[src/rtl/ex_unit.sv]
// Execute stage: latches one decoded instruction, runs single-cycle ALU ops or a 32-step
// restoring divider, and hands the result and the data SRAM request to the memory stage.
module ex_unit #(
  parameter int ID_EX_W   = 140,
  parameter int EX_ME_W   = 71,
  parameter int DIV_STEPS = 32
) (
  input  logic               clk,
  input  logic               reset,
  input  logic               ID_Valid,
  output logic               EX_Unit_Ready,
  input  logic [ID_EX_W-1:0] ID_to_EX_Bus,
  input  logic               ME_Unit_Ready,
  output logic               EX_Valid,
  output logic [EX_ME_W-1:0] EX_to_ME_Bus,
  output logic               data_sram_en,
  output logic [3:0]         data_sram_we,
  output logic [31:0]        data_sram_addr,
  output logic [31:0]        data_sram_wdata
);

  localparam logic [1:0] S_IDLE    = 2'd0;
  localparam logic [1:0] S_RUN     = 2'd1;
  localparam logic [1:0] S_DONE    = 2'd2;
  localparam logic [5:0] LAST_STEP = 6'(DIV_STEPS - 1);

  logic [31:0] in_pc, in_src1, in_src2, in_rkd;
  logic [3:0]  in_op;
  logic        in_mem_we, in_rfm, in_gr_we, in_is_div, in_signed;
  logic [4:0]  in_dest;
  logic [31:0] in_a_mag, in_b_mag;

  logic        ex_valid_q, ex_valid_d;
  logic [31:0] pc_q, src1_q, src2_q, rkd_q;
  logic [3:0]  op_q;
  logic        mem_we_q, rfm_q, gr_we_q;
  logic [4:0]  dest_q;

  logic [1:0]  state_q, state_d;
  logic [5:0]  cnt_q, cnt_d;
  logic [31:0] rem_q, rem_d, quo_q, quo_d, dvs_q, dvs_d;

  logic        accept, handoff, is_div, ready_go;
  logic        step_ge, q_neg, r_neg;
  logic [31:0] step_diff, q_fix, r_fix, div_res, alu_res, alu_result;

  assign in_pc     = ID_to_EX_Bus[139:108];
  assign in_op     = ID_to_EX_Bus[107:104];
  assign in_src1   = ID_to_EX_Bus[103:72];
  assign in_src2   = ID_to_EX_Bus[71:40];
  assign in_rkd    = ID_to_EX_Bus[39:8];
  assign in_mem_we = ID_to_EX_Bus[7];
  assign in_rfm    = ID_to_EX_Bus[6];
  assign in_gr_we  = ID_to_EX_Bus[5];
  assign in_dest   = ID_to_EX_Bus[4:0];

  // Ops 12/13 are signed, 14/15 unsigned; bit 0 selects remainder over quotient.
  assign in_is_div = (in_op[3:2] == 2'b11);
  assign in_signed = ~in_op[1];
  assign in_a_mag  = (in_signed && in_src1[31]) ? (32'd0 - in_src1) : in_src1;
  assign in_b_mag  = (in_signed && in_src2[31]) ? (32'd0 - in_src2) : in_src2;

  assign is_div        = (op_q[3:2] == 2'b11);
  assign ready_go      = ~is_div | (state_q == S_DONE);
  assign EX_Valid      = ex_valid_q & ready_go;
  assign EX_Unit_Ready = ~ex_valid_q | (ready_go & ME_Unit_Ready);
  assign accept        = ID_Valid & EX_Unit_Ready;
  assign handoff       = EX_Valid & ME_Unit_Ready;

  always_comb begin
    alu_res = 32'd0;
    case (op_q)
      4'd0:    alu_res = src1_q + src2_q;
      4'd1:    alu_res = src1_q - src2_q;
      4'd2:    alu_res = {31'd0, ($signed(src1_q) < $signed(src2_q))};
      4'd3:    alu_res = {31'd0, (src1_q < src2_q)};
      4'd4:    alu_res = src1_q & src2_q;
      4'd5:    alu_res = src1_q | src2_q;
      4'd6:    alu_res = ~(src1_q | src2_q);
      4'd7:    alu_res = src1_q ^ src2_q;
      4'd8:    alu_res = src1_q << src2_q[4:0];
      4'd9:    alu_res = src1_q >> src2_q[4:0];
      4'd10:   alu_res = $unsigned($signed(src1_q) >>> src2_q[4:0]);
      4'd11:   alu_res = src2_q;
      default: alu_res = 32'd0;
    endcase
  end

  // Sign fix-up of the magnitude result; a zero divisor bypasses it entirely.
  always_comb begin
    q_neg = ~op_q[1] & (src1_q[31] ^ src2_q[31]);
    r_neg = ~op_q[1] & src1_q[31];
    if (src2_q == 32'd0) begin
      q_fix = 32'hFFFF_FFFF;
      r_fix = src1_q;
    end else begin
      q_fix = q_neg ? (32'd0 - quo_q) : quo_q;
      r_fix = r_neg ? (32'd0 - rem_q) : rem_q;
    end
    div_res = op_q[0] ? r_fix : q_fix;
  end

  assign alu_result = is_div ? div_res : alu_res;

  // Partial remainder is always below the divisor, so the low 32 bits of the difference suffice.
  assign step_ge   = ({rem_q, quo_q[31]} >= {1'b0, dvs_q});
  assign step_diff = {rem_q[30:0], quo_q[31]} - dvs_q;

  always_comb begin
    state_d = state_q;
    cnt_d   = cnt_q;
    rem_d   = rem_q;
    quo_d   = quo_q;
    dvs_d   = dvs_q;
    case (state_q)
      S_IDLE: begin
        if (accept && in_is_div) begin
          state_d = S_RUN;
          cnt_d   = 6'd0;
          rem_d   = 32'd0;
          quo_d   = in_a_mag;
          dvs_d   = in_b_mag;
        end else begin
          state_d = S_IDLE;
        end
      end
      S_RUN: begin
        cnt_d = cnt_q + 6'd1;
        if (step_ge) begin
          rem_d = step_diff;
          quo_d = {quo_q[30:0], 1'b1};
        end else begin
          rem_d = {rem_q[30:0], quo_q[31]};
          quo_d = {quo_q[30:0], 1'b0};
        end
        if (cnt_q == LAST_STEP) begin
          state_d = S_DONE;
        end else begin
          state_d = S_RUN;
        end
      end
      S_DONE: begin
        if (handoff && accept && in_is_div) begin
          state_d = S_RUN;
          cnt_d   = 6'd0;
          rem_d   = 32'd0;
          quo_d   = in_a_mag;
          dvs_d   = in_b_mag;
        end else if (handoff) begin
          state_d = S_IDLE;
        end else begin
          state_d = S_DONE;
        end
      end
      default: state_d = S_IDLE;
    endcase
  end

  always_comb begin
    if (accept) begin
      ex_valid_d = 1'b1;
    end else if (handoff) begin
      ex_valid_d = 1'b0;
    end else begin
      ex_valid_d = ex_valid_q;
    end
  end

  always_ff @(posedge clk or posedge reset) begin
    if (reset) begin
      ex_valid_q <= 1'b0;
      pc_q       <= 32'd0;
      op_q       <= 4'd0;
      src1_q     <= 32'd0;
      src2_q     <= 32'd0;
      rkd_q      <= 32'd0;
      mem_we_q   <= 1'b0;
      rfm_q      <= 1'b0;
      gr_we_q    <= 1'b0;
      dest_q     <= 5'd0;
      state_q    <= S_IDLE;
      cnt_q      <= 6'd0;
      rem_q      <= 32'd0;
      quo_q      <= 32'd0;
      dvs_q      <= 32'd0;
    end else begin
      ex_valid_q <= ex_valid_d;
      state_q    <= state_d;
      cnt_q      <= cnt_d;
      rem_q      <= rem_d;
      quo_q      <= quo_d;
      dvs_q      <= dvs_d;
      if (accept) begin
        pc_q     <= in_pc;
        op_q     <= in_op;
        src1_q   <= in_src1;
        src2_q   <= in_src2;
        rkd_q    <= in_rkd;
        mem_we_q <= in_mem_we;
        rfm_q    <= in_rfm;
        gr_we_q  <= in_gr_we;
        dest_q   <= in_dest;
      end
    end
  end

  // The request fires only on the handoff cycle, so a stalled access is never repeated.
  assign data_sram_en    = handoff & (mem_we_q | rfm_q);
  assign data_sram_we    = {4{data_sram_en & mem_we_q}};
  assign data_sram_addr  = alu_result;
  assign data_sram_wdata = rkd_q;
  assign EX_to_ME_Bus    = {pc_q, alu_result, rfm_q, gr_we_q, dest_q};

endmodule
[config.mk]
export PLATFORM = sky130hd
export DESIGN_NAME = ex_unit
export DESIGN_NICKNAME = d
export VERILOG_FILES = /design/src/rtl/ex_unit.sv
export SDC_FILE = /design/constraint.sdc
export NUM_CORES = 1
export LEC_CHECK = 0
export ABC_AREA = 0
export BUFFER_PORTS_ARGS = -buffer_cell sky130_fd_sc_hd__buf_2
export CAP_MARGIN = 20
export CORE_MARGIN = 10
export CORE_UTILIZATION = 43
export CTS_CLUSTER_DIAMETER = 50
export DETAILED_ROUTE_END_ITERATION = 8
export PLACE_DENSITY = 0.63
export SLEW_MARGIN = 0
export SYNTH_ARGS = -nofsm -noshare
export SYNTH_HDL_FRONTEND = slang
export SYNTH_SLANG_ARGS = --single-unit
[constraint.sdc]
create_clock -name clk -period 9.6 [get_ports clk]
set_input_delay 1.92 -clock clk [delete_from_list [all_inputs] [get_ports clk]]
set_output_delay 1.92 -clock clk [all_outputs]
set_load 0.05 [all_outputs]
==> flow_metrics.tcl, run 1 <==
set metrics [dict create \
    status "finished clean" \
    num_vias 25500 \
    io_pins 286 \
    synthCells 3048 \
    ys_warn_count 0 \
    synth_edf_count 0 \
    rsz0062_at_grt "no" \
    holdBufCountCts 0 \
    power_density_nw_per_um2 428 \
    critPathSlowestCell "dfrtp_4" \
    grt_overflow 0 \
    synth-compound-area-share_pct 27.1 \
    route.detailed.drc 0 \
    most-common-layout-cells "nand2_1, o21ai_0, buf_2, dfrtp_1, nor2_1" \
    ys_types 92 \
    antenna_left 0 \
    portBuffers 285 \
    grt_pass1_vias 24700 \
    slew_violations 0 \
    hold_viol_final 0 \
    synthSimpleGateAreaFrac_pct 17.8 \
    r2r-start "rem_q[2]" \
    synth_flop_cell "dfrtp_1" \
    grt_pass1_wl_mm 171 \
    clkSinkCount 245 \
    avgViaCountPerCell 6.43 \
    cts_tree "built" \
    cts_buffer_depth 3 \
    worstMarginPinSlew_ps 1080 \
    post_cts_resized 0 \
    dieArea_um2 65600 \
    slew_headroom_pct 28.2 \
    synth_adder_area_share_pct 7.61 \
    path_class "reg2out" \
    async_flop_share_pct 100 \
    final_layout_size_suffix_gt1_share_pct 18.1 \
    core_area_um2 55100 \
    synthMuxAreaShare_pct 9.46 \
    cp_top_family "compound AO/OA/AOI/OAI gates" \
    initial_utilization_pct 43.5 \
    fillers 5423 \
    worst-path-max-fanout 46 \
    grt_max_degree 129 \
    htree_levels 2 \
    die_height_um 256 \
    netlist_area_um2 24000 \
    routedWlPerCell_um 29.6 \
    clock_latency_ps 590 \
    finalNetCount 3471 \
    synthXorXnorAreaFrac_pct 5.48 \
    syn_nets 3336 \
    hold_class "reg2reg" \
    cts_buffers 45 \
    row_count 86 \
    final_common_cell "nand2_1" \
    cp.required_ps 7680 \
    synth_top_family_by_area "compound AO/OA/AOI/OAI gates" \
    finalClockSkew_ps 27.6 \
    place_congestion 1.04 \
    wl_mm 117 \
    synth-seq-cells 245 \
    root_buffer "clkbuf_16" \
    arrival_ps 5380 \
    tns_ps 0 \
    area_delta_synth_final_pct 13.9 \
    max_stage_delay_ps 810 \
    post-route-util_pct 49.6 \
    critPathLaunchType "flop" \
    cp-startpoint "src2_q[0]" \
    p_leak_nw 11.8 \
    drt_iter0_drc 2861 \
    grt_antenna_before_repair 11 \
    ys_seq_area_share_pct 25.6 \
    avgSynthCellArea_um2 7.86 \
    ir_worst_vdd_uv 403 \
    path_clk_slew_ps 60 \
    firstDrtPassIters 6 \
    grt_usage_pct 34.3 \
    end_kind "primary output" \
    cp_num_buf_inv 2 \
    finalSetupViolations 0 \
    cp_cell_sequence "ha_1, inv_1, fa_1, nor2b_1, o211ai_1, a211oi_2, nor4_1, o31ai_2, a21oi_1, o31ai_1, mux2i_1, a31oi_1, buf_2" \
    min_period_ps 7300 \
    place.detailed.hpwl_mm 90.0 \
    min_from "dvs_q[23]" \
    maxCapViolations 0 \
    post-route-period-util_pct 76.0 \
    die_w_um 256 \
    max_freq_ghz 0.137 \
    post_cts_buffers 0 \
]
worst reg2reg max path: cells and delay by family (launching register included):
family / cells / cell delay [ps]
flops: 1 / 500
buf+inv: 1 / 310
fa+ha+maj: 1 / 450
compound gates: 7 / 2380
simple gates: 2 / 490
logic make-up after synthesis:
group / Yosys count
muxes: 181
and+or+nand+nor: 924
AOI/OAI and AO/OA: 1007
buffers and inverters: 397
DFF: 245
adders and majority gates: 144
xor gates and xnor gates: 150
metal layers:
metal	share of wire, %	global-route usage [%]
met4	7.2	22.4
met2	45	54.0
met5	0.020	0
met3	7.8	4.99
met1	40	43.3
power breakdown:
part / total, mW / internal, mW / switching, mW / leakage [nW]
Combinational: 7.87 / 2.44 / 5.43 / 8.07
Clock: 1.74 / 1.12 / 0.615 / 0.786
Sequential: 2.06 / 1.43 / 0.635 / 2.96
Total: 11.7 / 4.99 / 6.68 / 11.8
final timing paths:
check	cells past startpoint	to	slack (ps)
setup / recovery	13	EX_to_ME_Bus[35]	2300
setup reg to reg	11	rem_q[22]	5330
max in group asynchronous	3	op_q[0]	6560
min in group asynchronous	2	data_sram_wdata[18]	1540
hold / removal	2	dvs_q[23]	490
hold reg to reg	2	dvs_q[23]	490
through the flow:
stage	total power, mW	hold WS [ps]	cells	setup WS [ps]	instance area, um^2
floorplan	7.42	450	3048	950	24000
global placement	9.71	468	3883	3000	25700
detailed placement	9.73	475	3884	3010	25700
CTS	11.5	488	3966	2380	27300
global route	12.2	507	3969	2090	27300
finish	11.7	485	3969	2300	27300
layout make-up:
type                            count  area [um^2]  area share, %
Multi-Input combinational cell   2406        16200           59.4
Timing Repair Buffer              336         1820           6.66
Antenna cell                        3         7.51         0.0275
Inverter                          149          567           2.08
Sequential cell                   245         6140           22.5
Tap cell                          748          936           3.43
Clock buffer                       56         1220           4.46
Clock inverter                     26          398           1.46
registers in the layout, indices dropped and copies added, names as in the netlist, 2 cells and up:
register         count
cnt_q                6
data_sram_wdata     32
dest_q               5
dvs_q               32
op_q                 4
pc_q                32
quo_q               32
rem_q               32
src1_q              32
src2_q              32
state_q              2
cells in the mapped netlist, types with 11 or more instances:
| cell type | number | area, um^2 |
|---|---|---|
| buf_2 | 31 | 155 |
| xor2_1 | 71 | 622 |
| nand3_1 | 62 | 310 |
| ha_1 | 141 | 1760 |
| o21ai_0 | 315 | 1580 |
| o21a_1 | 16 | 120 |
| o21bai_1 | 13 | 97.6 |
| inv_1 | 146 | 548 |
| nor3_1 | 60 | 300 |
| a21oi_1 | 223 | 1120 |
| or3_1 | 20 | 125 |
| o41ai_1 | 11 | 96.3 |
| mux2_2 | 93 | 1050 |
| and2_1 | 23 | 144 |
| nor2_1 | 235 | 882 |
| a221oi_1 | 25 | 219 |
| clkbuf_1 | 156 | 586 |
| a31oi_1 | 35 | 219 |
| dfrtp_1 | 245 | 6130 |
| buf_4 | 37 | 278 |
| a311o_1 | 16 | 160 |
| buf_1 | 23 | 86.3 |
| mux2i_1 | 61 | 611 |
| nor4_1 | 28 | 175 |
| nor2b_1 | 20 | 125 |
| nand2_1 | 348 | 1310 |
| nand2b_1 | 31 | 194 |
| xnor2_1 | 79 | 692 |
| o31ai_1 | 35 | 263 |
| and3_1 | 25 | 156 |
| a22oi_1 | 64 | 480 |
| a211oi_1 | 43 | 323 |
| mux4_2 | 27 | 608 |
| o211ai_1 | 33 | 248 |
| o2111ai_1 | 13 | 114 |
| or2_2 | 11 | 68.8 |
| a21o_1 | 36 | 270 |
| nand4_1 | 27 | 169 |
Note: power is estimated with default switching activity, not from simulation.
==> inputs of run 2 (changes only) <==
Settings changed: ABC_AREA 0 to 1, PLACE_DENSITY 0.63 to 0.65.
Clock period 9.6 ns to 6.6 ns, I/O delays scaled along.
==> run 2 against run 1 <==
Clock skew fell by 0.70 ps. Critical endpoint is now EX_to_ME_Bus[36]. Hold slack got worse by 14 ps. Via count rose by 34%. First-iteration DRC count rose by 57%. Clock power rose by 9%. Synthesized cell count rose by 61%. Sequential cell count did not move. Global-route usage rose by 2.6 points. Worst setup slack got worse by 2100 ps. Area after synthesis rose by 16%. Critical path depth rose by 1. Register-to-register slack got worse by 2800 ps.
==> flow_metrics.tcl, run 2 <==
set metrics [dict create \
    status "finished clean" \
    clkSinkCount 245 \
    clock_latency_ps 570 \
    core_area_um2 64200 \
    final_layout_size_suffix_gt1_share_pct 8.64 \
    hold_class "reg2reg" \
    tns_ps 0 \
    avgViaCountPerCell 5.73 \
    min_period_ps 6400 \
    area_delta_synth_final_pct 10.6 \
    wl_met1_mm 58.1 \
    slew_headroom_pct 25.5 \
    ys_types 50 \
    p_leak_nw 16.9 \
    die_height_um 274 \
    wl_met2_mm 63.4 \
    post-route-period-util_pct 96.9 \
    antenna_left 0 \
    grt_pass1_wl_mm 207 \
    synth_flop_cell "dfrtp_1" \
    critPathLaunchType "flop" \
    ys_seq_area_share_pct 22.1 \
    place.detailed.hpwl_mm 117 \
    drt_iter0_drc 4490 \
    grt_max_degree 155 \
    slew_violations 0 \
    routedWlPerCell_um 24.3 \
    path_class "reg2out" \
    place_congestion 1.09 \
    avgSynthCellArea_um2 5.64 \
    async_flop_share_pct 100 \
    portBuffers 285 \
    min_to "data_sram_wdata[16]" \
    end_kind "primary output" \
    initial_utilization_pct 43.2 \
    timing.rr.end "mem_we_q" \
    netlist_area_um2 27800 \
    final_common_cell "nand2_1" \
    syn_nets 5206 \
    wl_mm 144 \
    worstMarginPinSlew_ps 1120 \
    grt_usage_pct 36.8 \
    finalSetupViolations 0 \
    firstDrtPassIters 6 \
    ys_warn_count 0 \
    cts_buffer_depth 3 \
    finalClockSkew_ps 26.9 \
    row_count 93 \
    wl_met3_mm 13.1 \
    max_freq_ghz 0.156 \
    worst-path-max-fanout 55 \
    finalNetCount 5354 \
    cp.required_ps 5280 \
    grt_pass1_vias 31400 \
    synth_commonest_cells "nand2_1, nand3_1, inv_1" \
    most-common-layout-cells "nand2_1, nand3_1, inv_1, nor2_1, buf_2" \
    cts_buffers 36 \
    io_pins 286 \
    finalPower_mw 16.0 \
    path_clk_slew_ps 60 \
    synth_area_leader_cell "nand2_1" \
    topRoutingLayerUsed "met5" \
    synth_edf_count 0 \
    yosysMostFrequentCell "nand2_1" \
    synthCells 4918 \
    dieArea_um2 75100 \
    post_cts_resized 0 \
    route.detailed.drc 0 \
    reg2reg_depth 10 \
    cts_tree "built" \
    ys_top_cells_by_area "nand2_1, dfrtp_1, nand3_1" \
    yosys.area.top_type_share_pct 25.1 \
    post_cts_buffers 0 \
    arrival_ps 5080 \
    min_path_cells 2 \
    maxCapViolations 0 \
    min_from "data_sram_wdata[16]" \
    power_density_nw_per_um2 521 \
    num_vias 34100 \
    synth-seq-cells 245 \
    hold_viol_final 0 \
    grt_antenna_before_repair 7 \
    grt_overflow 0 \
    root_buffer "clkbuf_16" \
    ir_worst_vdd_uv 490 \
    reg2reg_slack_ps 2500 \
    rsz0062_at_grt "no" \
    die_w_um 274 \
    htree_levels 2 \
    holdBufCountCts 0 \
    r2r-start "op_q[2]" \
]
-- run 2: cell types whose count changed in the layout (fill, tap and decap cells not counted), sizes merged, moves of 62 or more --
cell	change
a22oi	-62
inv	+468
nor2	+216
mux2	-93
xnor2	-63
nand2	+1514
nand3	+568
-- run 2: power breakdown --
| part | switching [mW] | internal, mW | leakage [nW] | total [mW] |
|---|---|---|---|---|
| Combinational | 8.41 | 2.98 | 13.4 | 11.4 |
| Sequential | 0.672 | 2.02 | 3.01 | 2.69 |
| Clock | 0.806 | 1.10 | 0.570 | 1.90 |
| Total | 9.89 | 6.10 | 16.9 | 16.0 |
-- run 2: logic make-up (layout without fill, tap and decap cells) --
logic type	count (synthesis)	after routing	synth area share [%]
DFF	245	245	22.1
and+or+nand+nor	3067	3067	45.6
buffers and inverters	845	1020	12.5
xor gates and xnor gates	67	67	2.11
adders and majority gates	144	144	6.57
AOI/OAI and AO/OA	550	550	11.1
other	0	3	0
-- run 2: routing by layer --
| layer | GRT usage, % | vias up |
|---|---|---|
| li1 | - | 15900 |
| met1 | 47.4 | 15900 |
| met2 | 57.5 | 1904 |
| met3 | 6.26 | 407 |
| met4 | 21.3 | 8 |
| met5 | 0 | - |
-- run 2: through the flow --
stage | std cells | setup slack, ps | util (%) | instance area (um^2) | hold slack [ps]
after detailed placement | 5883 | 1060 | 46.0 | 29500 | 459
final | 5951 | 205 | 47.8 | 30700 | 471
after CTS | 5948 | 473 | 47.8 | 30700 | 474
after floorplan | 4918 | 2000 | - | 27800 | 450
after global placement | 5883 | 1000 | 46.0 | 29500 | 457
after global routing | 5948 | 150 | 47.8 | 30700 | 494
-- run 2: how the worst max path moves through the flow --
stage	slack, ps	from	end
6_report	200	op_q[0]	EX_to_ME_Bus[36]
5_1_grt	150	op_q[0]	data_sram_addr[29]
4_1_cts	470	op_q[0]	EX_to_ME_Bus[36]
3_5_place_dp	1060	op_q[0]	EX_to_ME_Bus[36]
3_3_place_gp	1000	op_q[0]	EX_to_ME_Bus[36]
2_1_floorplan	2000	src2_q[2]	data_sram_addr[0]
-- run 2: cell type report --
class,instances,area [um^2]
clock buffers,45,965
multi-input cells,3828,18200
fillers,7103,33500
well taps,855,1070
flip-flops and latches,245,6130
diodes,3,7.51
clock inverters,20,184
repair buffers,338,1840
inverters,617,2320
-- run 2: worst max-delay path: stages (launching register included) --
cell and delay [ps]:
dfrtp_1 560, inv_2 830, nor2_1 160, nand2_1 870, buf_4 340, o21ai_0 90
nor2_1 380, nand2_1 90, nor2_1 140, nand2_1 80, nor2_1 370, nand2_1 100
nor2_1 90, nand2_1 110, buf_2 240
